### config.mk
export PLATFORM = sky130hd
export DESIGN_NAME = qpsk_demodulator
export DESIGN_NICKNAME = d
export VERILOG_FILES = /design/src/rtl/qpsk_pkg.sv /design/src/rtl/qpsk_demodulator_dds.sv /design/src/rtl/qpsk_demodulator.sv
export SDC_FILE = /design/constraint.sdc
export NUM_CORES = 2
export LEC_CHECK = 0
export ABC_CLOCK_PERIOD_IN_PS = 20500
export CAP_MARGIN = 20
export CORE_ASPECT_RATIO = 1.25
export CORE_MARGIN = 2
export CORE_UTILIZATION = 45
export DETAILED_ROUTE_END_ITERATION = 8
export DONT_BUFFER_PORTS = 1
export PLACE_DENSITY_LB_ADDON = 0.05
export SLEW_MARGIN = 20
export SYNTH_ARGS = -nofsm -noshare
export SYNTH_HDL_FRONTEND = slang
export SYNTH_SLANG_ARGS = --single-unit
### constraint.sdc
create_clock -name clk -period 20.5 [get_ports clk]
set_input_delay 2.05 -clock clk [delete_from_list [all_inputs] [get_ports clk]]
set_output_delay 2.05 -clock clk [all_outputs]
set_load 0.03 [all_outputs]
### src/rtl/qpsk_pkg.sv
// Shared QPSK definitions: FSM encoding, accumulator width, symbol/sign mapping,
// carrier lookup and the transmit mapping used by the matching modulator.
package qpsk_pkg;

  localparam int unsigned ACC_W  = 24;
  localparam int unsigned PROD_W = 18;
  localparam int          AMP    = 16000;

  typedef enum logic [1:0] {
    ST_IDLE      = 2'd0,
    ST_INTEGRATE = 2'd1,
    ST_DUMP      = 2'd2
  } state_t;

  typedef struct packed {
    logic i_neg;
    logic q_neg;
  } iq_sign_t;

  // Gray-style constellation: 00=(+,+) 01=(-,+) 10=(-,-) 11=(+,-)
  function automatic iq_sign_t sym_to_sign(input logic [1:0] sym);
    iq_sign_t s;
    case (sym)
      2'b00:   s = '{i_neg: 1'b0, q_neg: 1'b0};
      2'b01:   s = '{i_neg: 1'b1, q_neg: 1'b0};
      2'b10:   s = '{i_neg: 1'b1, q_neg: 1'b1};
      default: s = '{i_neg: 1'b0, q_neg: 1'b1};
    endcase
    return s;
  endfunction

  function automatic logic [1:0] sign_to_sym(input logic i_neg, input logic q_neg);
    logic [1:0] sym;
    case ({i_neg, q_neg})
      2'b00:   sym = 2'b00;
      2'b10:   sym = 2'b01;
      2'b11:   sym = 2'b10;
      default: sym = 2'b11;
    endcase
    return sym;
  endfunction

  // First quadrant of a 64-point sine, index 0..16, full scale 32767.
  function automatic logic signed [15:0] sin_quarter(input logic [4:0] k);
    logic signed [15:0] v;
    case (k)
      5'd0:    v = 16'sd0;
      5'd1:    v = 16'sd3212;
      5'd2:    v = 16'sd6393;
      5'd3:    v = 16'sd9512;
      5'd4:    v = 16'sd12539;
      5'd5:    v = 16'sd15446;
      5'd6:    v = 16'sd18204;
      5'd7:    v = 16'sd20787;
      5'd8:    v = 16'sd23170;
      5'd9:    v = 16'sd25329;
      5'd10:   v = 16'sd27245;
      5'd11:   v = 16'sd28898;
      5'd12:   v = 16'sd30273;
      5'd13:   v = 16'sd31356;
      5'd14:   v = 16'sd32137;
      5'd15:   v = 16'sd32609;
      default: v = 16'sd32767;
    endcase
    return v;
  endfunction

  function automatic logic signed [15:0] sin_lut(input logic [5:0] idx);
    logic signed [15:0] v;
    case (idx[5:4])
      2'd0:    v =  sin_quarter({1'b0, idx[3:0]});
      2'd1:    v =  sin_quarter(5'd16 - {1'b0, idx[3:0]});
      2'd2:    v = -sin_quarter({1'b0, idx[3:0]});
      default: v = -sin_quarter(5'd16 - {1'b0, idx[3:0]});
    endcase
    return v;
  endfunction

  // s = I*cos - Q*sin, so the demodulator's -sin mixer recovers +Q.
  function automatic logic signed [15:0] mod_sample(input logic [1:0]         sym,
                                                     input logic signed [15:0] s,
                                                     input logic signed [15:0] c);
    iq_sign_t           sg;
    logic signed [31:0] ic;
    logic signed [31:0] qs;
    sg = sym_to_sign(sym);
    ic = 32'(c) * AMP;
    qs = 32'(s) * AMP;
    if (sg.i_neg) ic = -ic;
    if (sg.q_neg) qs = -qs;
    return 16'((ic - qs) >>> 15);
  endfunction

endpackage

### src/rtl/qpsk_demodulator_dds.sv
// Phase-accumulator DDS; sin/cos follow the registered phase combinationally.
module dds
  import qpsk_pkg::*;
(
  input  logic               clk,
  input  logic               reset,
  input  logic [31:0]        fcw,
  output logic signed [15:0] data_sin,
  output logic signed [15:0] data_cos
);

  logic [31:0] r_phase;

  always_ff @(posedge clk or negedge reset) begin
    if (!reset) r_phase <= '0;
    else        r_phase <= r_phase + fcw;
  end

  always_comb begin
    data_sin = sin_lut(r_phase[31:26]);
    data_cos = sin_lut(r_phase[31:26] + 6'd16);
  end

endmodule

### src/rtl/qpsk_demodulator.sv
// QPSK integrate-and-dump demodulator. Defining QPSK_DEMOD_DEBUG_EN adds
// i_acc_out/q_acc_out carrying the accumulators latched at each decision.
module qpsk_demodulator
  import qpsk_pkg::*;
#(
  parameter int SYSTEM_CLK_FREQ = 100_000_000,
  parameter int SYMBOL_RATE     = 1_000_000,
  parameter int SYMBOL_PERIOD   = SYSTEM_CLK_FREQ / SYMBOL_RATE
) (
  input  logic               clk,
  input  logic               reset,
  input  logic [31:0]        fcw,
  input  logic signed [15:0] rx_sample,
  input  logic               sym_sync,
  output logic [1:0]         symbol_out,
  output logic               symbol_valid
`ifdef QPSK_DEMOD_DEBUG_EN
  ,
  output logic signed [ACC_W-1:0] i_acc_out,
  output logic signed [ACC_W-1:0] q_acc_out
`endif
);

  localparam logic [7:0] CNT_LAST = 8'(SYMBOL_PERIOD - 1);

  logic signed [15:0]       w_sin;
  logic signed [15:0]       w_cos;
  logic signed [PROD_W-1:0] r_i_prod;
  logic signed [PROD_W-1:0] r_q_prod;
  logic signed [ACC_W-1:0]  r_i_acc;
  logic signed [ACC_W-1:0]  r_q_acc;
  logic [7:0]               r_symbol_cnt;
  state_t                   r_state;
  state_t                   w_state_nxt;
  logic                     w_load;
  logic                     w_accum;
  logic                     w_decide;
  logic [1:0]               r_symbol_out;
  logic                     r_symbol_valid;

  dds u_dds (
    .clk      (clk),
    .reset    (reset),
    .fcw      (fcw),
    .data_sin (w_sin),
    .data_cos (w_cos)
  );

  always_ff @(posedge clk or negedge reset) begin
    if (!reset) begin
      r_i_prod <= '0;
      r_q_prod <= '0;
    end else begin
      r_i_prod <= PROD_W'((32'(rx_sample) * 32'(w_cos)) >>> 15);
      r_q_prod <= PROD_W'(-((32'(rx_sample) * 32'(w_sin)) >>> 15));
    end
  end

  always_ff @(posedge clk or negedge reset) begin
    if (!reset) r_state <= ST_IDLE;
    else        r_state <= w_state_nxt;
  end

  // Sync overrides whatever the state would otherwise do, including a pending DUMP.
  always_comb begin
    w_state_nxt = r_state;
    w_load      = 1'b0;
    w_accum     = 1'b0;
    w_decide    = 1'b0;
    case (r_state)
      ST_IDLE: w_state_nxt = ST_INTEGRATE;
      ST_INTEGRATE: begin
        w_accum = 1'b1;
        if (r_symbol_cnt == CNT_LAST) w_state_nxt = ST_DUMP;
      end
      ST_DUMP: begin
        w_decide    = 1'b1;
        w_load      = 1'b1;
        w_state_nxt = ST_INTEGRATE;
      end
      default: w_state_nxt = ST_IDLE;
    endcase
    if (sym_sync && (r_state != ST_IDLE)) begin
      w_load      = 1'b1;
      w_accum     = 1'b0;
      w_decide    = 1'b0;
      w_state_nxt = ST_INTEGRATE;
    end
  end

  always_ff @(posedge clk or negedge reset) begin
    if (!reset) begin
      r_i_acc        <= '0;
      r_q_acc        <= '0;
      r_symbol_cnt   <= '0;
      r_symbol_out   <= 2'b00;
      r_symbol_valid <= 1'b0;
    end else begin
      r_symbol_valid <= w_decide;
      if (w_decide) r_symbol_out <= sign_to_sym(r_i_acc[ACC_W-1], r_q_acc[ACC_W-1]);
      if (w_load) begin
        r_i_acc      <= ACC_W'(r_i_prod);
        r_q_acc      <= ACC_W'(r_q_prod);
        r_symbol_cnt <= 8'd1;
      end else if (w_accum) begin
        r_i_acc      <= r_i_acc + ACC_W'(r_i_prod);
        r_q_acc      <= r_q_acc + ACC_W'(r_q_prod);
        r_symbol_cnt <= r_symbol_cnt + 8'd1;
      end
    end
  end

  assign symbol_out   = r_symbol_out;
  assign symbol_valid = r_symbol_valid;

`ifdef QPSK_DEMOD_DEBUG_EN
  logic signed [ACC_W-1:0] r_i_acc_dbg;
  logic signed [ACC_W-1:0] r_q_acc_dbg;

  always_ff @(posedge clk or negedge reset) begin
    if (!reset) begin
      r_i_acc_dbg <= '0;
      r_q_acc_dbg <= '0;
    end else if (w_decide) begin
      r_i_acc_dbg <= r_i_acc;
      r_q_acc_dbg <= r_q_acc;
    end
  end

  assign i_acc_out = r_i_acc_dbg;
  assign q_acc_out = r_q_acc_dbg;
`endif

endmodule

==> out/results.tsv <==
metric	value	unit
status	complete, no violations	
total CTS buffers	17	
fin nets	4151	
post-synthesis cell type count	97	
Fin. Hold Viols	0	
Synth Area in Adders	45.1	%
Final period util	55.0	%
die outline height	294	µm
post-DR wirelength/cell	18.8	µm
HP Class	flop to flop	
Die W	236	µm
GRT Total Usage	23.9	%
CTS tree	built	
actual slew at the worst max-slew pin	1.11	ns
Area Overhead vs Synth	4.55	%
post-DP HPWL	61200	µm
# fillers	6457	
later-pin clock latency in the skew report	0.45	ns
Synth Flop Type	dfrtp_1	
first-pass GRT wire length	131000	µm
H-tree depth	4	
CTS Root Cell	clkbuf_16	
Syn Nets	4248	
Synth Warn #	0	
Synth Area in Simple Gates	16.8	%
Initial Util	45.3	%
Placer Congestion	0.861	
Req. time, crit path	20.82	ns
most frequent cells after synthesis	inv_1 (612), fa_1 (526), nand2_1 (354)	
Initial DRC Count	1182	
R2R cell count	39	
share of cells above drive strength 1	4.28	%
Post-DRT Antenna Nets	0	
Hold Path Stages	1	
vias in the first global route	24900	
Post-synth EDFFs	0	
vias per inst	5.47	
clock skew	0.0126	ns
Sink Count	128	
Setup Viol. Count Final	0	
Vias	23000	
Ports	54	
Most common cell on crit path	inv_1	
row count	106	
Setup crit start	u_dds.r_phase[27]	
Final Max Tran Viols	0	
RSZ-0062 raised after global routing	false	
DRC viols	0	
WS Path Type	flop to flop	
crit path capture type	flop	
asr flop ratio synth	100	%
CTS max path bufs	2	
post-cts resize count	0	
met3 usage	1.98	%
drt pass-1 iters	5	
Mapped Cells	3423	
hold path start	u_dds.r_phase[0]	
Mapped Area	0.0302	mm²
Arrival @ worst endpoint	11.60	ns
Antenna Cells	0	
cell taking the most area after synthesis	fa_1	
Setup TNS	0	ns
met1 Usage GRT	30.8	%
post-synthesis mux area share	1.14	%
# Max-Cap Violations	0	
Placeable Area	0.0667	mm²
die area	0.0692	mm²
global routing's busiest layer	met2	
Synth Area in Compound Gates	13.0	%
xor/xnor cell area share of the yosys netlist	3.68	%
fin crit period	11.27	ns
top post-synthesis cells by area	fa_1 (35%), dfrtp_1 (11%), ha_1 (10%)	
largest net degree at the start of global routing	129	
main combinational cell family by area after synthesis	adder cells	
# Post-CTS Setup Buffers	0	
final wirelength	79000	µm
CP max-delay cell	a2111oi_1	
CP startpoint kind	flop	
top-area cell type share of the netlist area	34.9	%
hold_buf cts	0	
grt ovf	0	
M2 GR Usage	43.1	%
register area share after synthesis	10.6	%
fmax	88.7	MHz
Critical R2R Launch	u_dds.r_phase[27]	
Slew headroom	25.8	%
initial antenna violation count	1	
slowest stage delay, CP	0.85	ns
cell with the most instances after synthesis	inv_1	
Critical Path Fanout Max	19	
Reg clk slew, reported paths	0.06	ns
Avg Inst Size Synth	8.82	µm²
Port Buffers	0	
flops & latches, synth	128	
==> final timing paths <==
kind | end | slack, ns
max | r_q_prod[16] | 9.23
min | u_dds.r_phase[0] | 0.48
max reg2reg | r_q_prod[16] | 9.23
min reg2reg | u_dds.r_phase[0] | 0.48
max in group asynchronous | r_i_prod[11] | 18.82
min in group asynchronous | u_dds.r_phase[31] | 1.30
==> flip-flops by register name (all words and copies together) (netlist names) <==
register / flops
u_dds.r_phase: 32
symbol_out: 2
r_state: 2
symbol_valid: 1
r_q_prod: 18
r_q_acc: 24
r_symbol_cnt: 8
r_i_prod: 17
r_i_acc: 24
==> cell families (layout without fill, tap and decap cells) <==
family / count (synthesis) / count (layout)
buffers and inverters: 762 / 678
flip-flops: 128 / 128
XOR/XNOR: 126 / 126
AO/OA/AOI/OAI: 586 / 586
multiplexers: 28 / 28
adder cells (fa/ha/maj): 774 / 774
AND/OR/NAND/NOR: 1019 / 1019
==> layer usage <==
metal,vias up,wire (µm)
li1,10700,-
met1,11700,35000
met2,443,39800
met3,102,2580
met4,0,1600
met5,-,0
==> stage by stage <==
stage | hold slack (ns) | cell area [µm²] | utilization [%] | instances | setup slack (ns)
2_1_floorplan | 0.443 | 30200 | - | 3423 | 10.77
5_1_grt | 0.517 | 31600 | 47.3 | 4203 | 8.49
3_5_place_dp | 0.485 | 31000 | 46.4 | 4171 | 9.31
6_report | 0.485 | 31600 | 47.3 | 4203 | 9.23
3_3_place_gp | 0.456 | 31000 | 46.4 | 4171 | 9.60
4_1_cts | 0.501 | 31600 | 47.3 | 4203 | 9.27
==> final cells by class <==
type                            count  area (µm²)  area share [%]
Multi-Input combinational cell   2533       24100            76.4
Sequential cell                   128        3210            10.2
Inverter                          613        2300            7.29
Tap cell                          864        1080            3.42
Clock buffer                       20         457            1.45
Timing Repair Buffer               33         248           0.785
Clock inverter                     12         156           0.495
==> cell usage in the layout, fill, tap and decap left out, types with 17 or more instances in the layout <==
cell type    n
a21o_1      63
a21oi_1    140
a22oi_1     22
a31oi_1     25
and2_1     220
buf_4       33
clkbuf_16   17
dfrtp_1    126
fa_1       526
ha_1       248
inv_1      612
mux2i_1     18
nand2_1    354
nand2b_1    37
nand3_1     29
nor2_1     161
nor2b_1     70
nor3_1      41
o21a_1      19
o21ai_0    113
o21ai_1     19
o22ai_1     18
or2_2       19
or3_1       23
xnor2_1     90
xor2_1      35
==> critical path: cells and delay by family, from the launching register on <==
family	cells	cell delay, ns
fa+ha+maj	10	4.05
compound gates	8	2.72
simple gates	9	2.02
buf+inv	8	0.89
flops	1	0.61
mux	2	0.57
xor+xnor	2	0.27
Power is not shown: default switching activity piles up to over one toggle a cycle in this logic, so the estimate is an artifact.
